==> src/rtl/accumulator_unit.sv <==
// Command-driven accumulator: LOAD/ADD/SUB/CLEAR with repeat count and carry chaining; result is valid N cycles after accept.
// Accepts only in IDLE; a result holds in DONE until OUT_READY, and commands are ignored outside IDLE.

module adder_and_subtractor #(
   parameter int DATA_WIDTH = 8
) (
   input  logic [DATA_WIDTH-1:0] A,
   input  logic [DATA_WIDTH-1:0] B,
   input  logic                  SUB,
   input  logic                  CI,
   output logic [DATA_WIDTH-1:0] S,
   output logic                  CO
);
   logic [DATA_WIDTH-1:0] w_b;
   logic                  w_cin;
   logic [DATA_WIDTH:0]   w_sum;

   // SUB is A + ~B + !CI, so the raw carry-out is the inverse of the borrow
   assign w_b   = SUB ? ~B : B;
   assign w_cin = SUB ? ~CI : CI;
   assign w_sum = {1'b0, A} + {1'b0, w_b} + {{DATA_WIDTH{1'b0}}, w_cin};
   assign S     = w_sum[DATA_WIDTH-1:0];
   assign CO    = SUB ? ~w_sum[DATA_WIDTH] : w_sum[DATA_WIDTH];
endmodule

module accumulator_unit #(
   parameter int DATA_WIDTH = 8,
   parameter int CNT_WIDTH  = 4
) (
   input  logic                  CLK,
   input  logic                  RST,
   input  logic                  IN_VALID,
   output logic                  IN_READY,
   input  logic [1:0]            OP,
   input  logic [DATA_WIDTH-1:0] DIN,
   input  logic [CNT_WIDTH-1:0]  CNT,
   input  logic                  USE_CARRY,
   output logic                  OUT_VALID,
   input  logic                  OUT_READY,
   output logic [DATA_WIDTH-1:0] ACC,
   output logic                  C,
   output logic                  Z,
   output logic                  N,
   output logic                  V
);
   localparam logic [1:0] OP_LOAD  = 2'b00;
   localparam logic [1:0] OP_ADD   = 2'b01;
   localparam logic [1:0] OP_SUB   = 2'b10;
   localparam logic [1:0] OP_CLEAR = 2'b11;
   localparam logic [CNT_WIDTH-1:0] REM_ONE = CNT_WIDTH'(1);
   localparam int MSB = DATA_WIDTH - 1;

   typedef enum logic [1:0] {
      S_IDLE = 2'd0,
      S_EXEC = 2'd1,
      S_DONE = 2'd2
   } state_t;

   state_t                r_state;
   logic [1:0]            r_op;
   logic [DATA_WIDTH-1:0] r_din;
   logic                  r_use_carry;
   logic [CNT_WIDTH-1:0]  r_rem;
   logic [DATA_WIDTH-1:0] r_acc;
   logic                  r_c;
   logic                  r_z;
   logic                  r_n;
   logic                  r_v;
   logic                  r_in_ready;
   logic                  r_out_valid;

   logic                  w_sub;
   logic                  w_ci;
   logic [DATA_WIDTH-1:0] w_s;
   logic                  w_co;
   logic [DATA_WIDTH-1:0] w_b_eff;
   logic                  w_ovf;
   logic [DATA_WIDTH-1:0] w_acc_next;
   logic                  w_arith;
   logic                  w_in_arith;
   logic [CNT_WIDTH-1:0]  w_rem_init;

   assign w_sub = (r_op == OP_SUB);
   assign w_ci  = r_use_carry & r_c;

   adder_and_subtractor #(
      .DATA_WIDTH(DATA_WIDTH)
   ) u_addsub (
      .A  (r_acc),
      .B  (r_din),
      .SUB(w_sub),
      .CI (w_ci),
      .S  (w_s),
      .CO (w_co)
   );

   assign w_b_eff = w_sub ? ~r_din : r_din;
   assign w_ovf   = (r_acc[MSB] == w_b_eff[MSB]) && (w_s[MSB] != r_acc[MSB]);
   assign w_arith = (r_op == OP_ADD) || (r_op == OP_SUB);

   assign w_in_arith = (OP == OP_ADD) || (OP == OP_SUB);
   assign w_rem_init = (w_in_arith && (CNT != '0)) ? CNT : REM_ONE;

   always_comb begin
      w_acc_next = r_acc;
      case (r_op)
         OP_LOAD:  w_acc_next = r_din;
         OP_CLEAR: w_acc_next = '0;
         default:  w_acc_next = w_s;
      endcase
   end

   always_ff @(posedge CLK or posedge RST) begin
      if (RST) begin
         r_state     <= S_IDLE;
         r_op        <= OP_LOAD;
         r_din       <= '0;
         r_use_carry <= 1'b0;
         r_rem       <= '0;
         r_acc       <= '0;
         r_c         <= 1'b0;
         r_z         <= 1'b1;
         r_n         <= 1'b0;
         r_v         <= 1'b0;
         r_in_ready  <= 1'b1;
         r_out_valid <= 1'b0;
      end else begin
         case (r_state)
            S_IDLE: begin
               if (IN_VALID) begin
                  r_op        <= OP;
                  r_din       <= DIN;
                  r_use_carry <= USE_CARRY;
                  r_rem       <= w_rem_init;
                  r_in_ready  <= 1'b0;
                  r_state     <= S_EXEC;
               end
            end
            S_EXEC: begin
               r_acc <= w_acc_next;
               r_z   <= (w_acc_next == '0);
               r_n   <= w_acc_next[MSB];
               if (w_arith) begin
                  r_c <= w_co;
                  r_v <= w_ovf;
               end else begin
                  r_c <= 1'b0;
                  r_v <= 1'b0;
               end
               r_rem <= r_rem - REM_ONE;
               if (r_rem == REM_ONE) begin
                  r_out_valid <= 1'b1;
                  r_state     <= S_DONE;
               end
            end
            S_DONE: begin
               // Release goes to IDLE only; a command offered this cycle waits for the next edge
               if (OUT_READY) begin
                  r_out_valid <= 1'b0;
                  r_in_ready  <= 1'b1;
                  r_state     <= S_IDLE;
               end
            end
            default: begin
               r_out_valid <= 1'b0;
               r_in_ready  <= 1'b1;
               r_state     <= S_IDLE;
            end
         endcase
      end
   end

   assign IN_READY  = r_in_ready;
   assign OUT_VALID = r_out_valid;
   assign ACC       = r_acc;
   assign C         = r_c;
   assign Z         = r_z;
   assign N         = r_n;
   assign V         = r_v;
endmodule

==> config.mk <==
export PLATFORM = sky130hd
export DESIGN_NAME = accumulator_unit
export DESIGN_NICKNAME = d
export VERILOG_FILES = /design/src/rtl/accumulator_unit.sv
export SDC_FILE = /design/constraint.sdc
export NUM_CORES = 1
export LEC_CHECK = 0
export BUFFER_PORTS_ARGS = -buffer_cell sky130_fd_sc_hd__buf_4
export CORE_MARGIN = 2
export CORE_UTILIZATION = 23
export DETAILED_ROUTE_END_ITERATION = 10
export GPL_ROUTABILITY_DRIVEN = 0
export PLACE_DENSITY = 0.38
export SLEW_MARGIN = 5
export SYNTH_ARGS = -nofsm -noshare
export SYNTH_HDL_FRONTEND = slang
export SYNTH_SLANG_ARGS = --single-unit
==> constraint.sdc <==
create_clock -name CLK -period 6.4 [get_ports CLK]
set_input_delay 0.32 -clock CLK [delete_from_list [all_inputs] [get_ports CLK]]
set_output_delay 0.32 -clock CLK [all_outputs]
set_load 0.01 [all_outputs]
==> out/results.txt <==
top_reg_cell synth - dfrtp_1
# DRC - 0
Max-cap violations - 0
CP Data Required Time - 6.62 ns
nets - 279
Fin Hold WS - 0.126 ns
antenna violations before repair - 0
peak supply drop - 129 uV
Hold Path Class - primary input to asynchronous set/reset pin
critical path endpoint category - flip-flop
# fillers - 842
Synth Instances - 215
RSZ-0062 raised after global routing - false
Final period util - 49.0%
Clock Path Buffers - 2
status - finished clean
# rows - 32
Seq/Total Area, Yosys - 40.1%
Setup Total Neg Slack - 0 ns
Hold-fix buffers, CTS - 0
fmax - 0.319 GHz
Slew HR - 41.4%
commonest non-fill, non-tap cell in the layout - nand2_1
post-synth cell types - 45
GRT overflow - 0
CP arrival - 3.36 ns
post-CTS resize count - 0
FF-to-FF Start - r_op[0]$_DFFE_PP0P_
Final ANT Viol Nets - 0
crit path launch type - flip-flop
Initial DRC Count - 78
PwrDens - 631 nW/um^2
Die W - 94.3 um
Final setup viols - 0
WL/cell - 13.1 um
share of cells above drive strength 1 - 20.2%
Final Slew Violations - 0
io pins - 33
area grow syn2layout - 22.2%
Via Count - 1529
first-pass GRT wire length - 7.62 mm
Inserted Clock Buffers - 5
synthesized area - 1880 um^2
commonest non-fill, non-tap cells in the layout - nand2_1, buf_4, dfrtp_1
dpl hpwl - 3.45 mm
Starting Density - 24.0%
die height - 94.3 um
Avg Inst Size Synth - 8.73 um^2
ANT cells - 0
CTS sink cnt - 30
H-tree Lvls - 2
Worst Skew - 0.00443 ns
R2R Setup Slk - 3.26 ns
Total Power - 1.45 mW
Yosys warnings - 0
number of synthesized flops with an enable pin - 0
critical path peak fanout - 10
buffers added on ports - 32
post-layout min period - 3.14 ns
pin count of the biggest net entering global routing - 31
Post-CTS Setup Repair Bufs - 0
Async SR Flop Fraction - 100%
critical path class - flip-flop to flip-flop
full die area - 8900 um^2
Syn Nets - 247
leakage power - 1.06 nW
Tot GR Track Use - 11.3%
clk_lat worst skew - 0.28 ns
Vias/cell - 4.37
1st-pass router iterations - 4
Final Routed Wirelength - 4.57 mm
Worst-Margin Slew - 0.877 ns
Yosys reg bits - 30
Reg clk slew, reported paths - 0.07 ns
vias in the first global route - 1517
core area - 7810 um^2
CTS tree - built
CP Launch Point - r_op[0]$_DFFE_PP0P_
Fin. Hold Viols - 0
Root Driver - clkbuf_8
==> final cells by class <==
cell class / instances / area (um^2) / area share [%]
Clock buffer: 7 / 86.3 / 3.76
Clock inverter: 1 / 5.00 / 0.218
Inverter: 10 / 37.5 / 1.64
Multi-Input combinational cell: 166 / 1030 / 44.8
Sequential cell: 30 / 753 / 32.8
Tap cell: 102 / 128 / 5.56
Timing Repair Buffer: 34 / 255 / 11.1
==> cell usage after synthesis (5+ instances only) <==
cell type  count  area, um^2
o21ai_0        5        25.0
inv_1         10        37.5
xor2_1        10        87.6
nand2_1       55         206
dfrtp_1       28         701
a21oi_1       14        70.1
nor2_1        10        37.5
o21ai_1       10        50.1
ha_1          11         138
==> power breakdown <==
group | switching (mW) | leakage (nW) | internal [mW]
registers | 0.0786 | 0.366 | 0.281
clock network | 0.0727 | 0.0482 | 0.0867
logic | 0.520 | 0.650 | 0.409
total | 0.671 | 1.06 | 0.777
==> stage by stage <==
stage	cells	setup slack, ns	utilization, %	cell area [um^2]
2_1_floorplan	215	3.66	-	1880
3_3_place_gp	342	3.33	28.2	2200
4_1_cts	350	3.22	29.4	2290
3_5_place_dp	342	3.28	28.2	2200
5_1_grt	350	3.00	29.4	2290
6_report	350	3.26	29.4	2290
==> sequential cells by signal, summed over array words and instances, names as in the netlist <==
signal,count
ACC,8
r_rem,4
r_state,2
V,1
r_din,8
C,1
OUT_VALID,1
r_op,2
Z,1
IN_READY,1
r_use_carry,1
==> layer usage <==
| layer | vias up | global-route usage (%) | wire length [um] |
|---|---|---|---|
| met5 | - | 0 | 0 |
| met4 | 0 | 3.62 | 68 |
| met3 | 5 | 2.71 | 186 |
| met2 | 33 | 16.5 | 1980 |
| met1 | 697 | 16.3 | 2330 |
| li1 | 794 | - | - |
==> worst max-delay path, stage by stage, from the launching register on <==
cell     delay, ns
dfrtp_1       0.36
inv_1         0.09
ha_1          0.50
xnor2_1       0.16
fa_1          0.45
fa_1          0.42
nor2b_1       0.16
o31a_1        0.18
o21ai_1       0.11
a21bo_1       0.20
a32oi_1       0.24
a32o_1        0.20
==> logic make-up (layout without fill, tap and decap cells) <==
logic type	after synthesis	after routing	synth area share [%]
XOR/XNOR	14	14	6.53
AND/OR/NAND/NOR	89	89	21.1
multiplexers	2	2	1.13
flip-flops	30	30	40.1
AO/OA/AOI/OAI	48	48	16.6
buffers and inverters	19	52	5.07
adder cells (fa/ha/maj)	13	13	9.47
==> path summary, 6_finish.rpt <==
kind | to | cells past startpoint
hold reg to reg | r_use_carry$_DFFE_PP0P_ | 2
setup reg to reg | Z$_DFFE_PP1P_ | 11
min in group CLK | r_din[1]$_DFFE_PP0P_ | 3
max in group asynchronous | Z$_DFFE_PP1P_ | 3
setup / recovery | Z$_DFFE_PP1P_ | 11
hold / removal | r_state[0]$_DFFE_PP0P_ | 3
No activity file was read; power rests on OpenSTA's default activity.
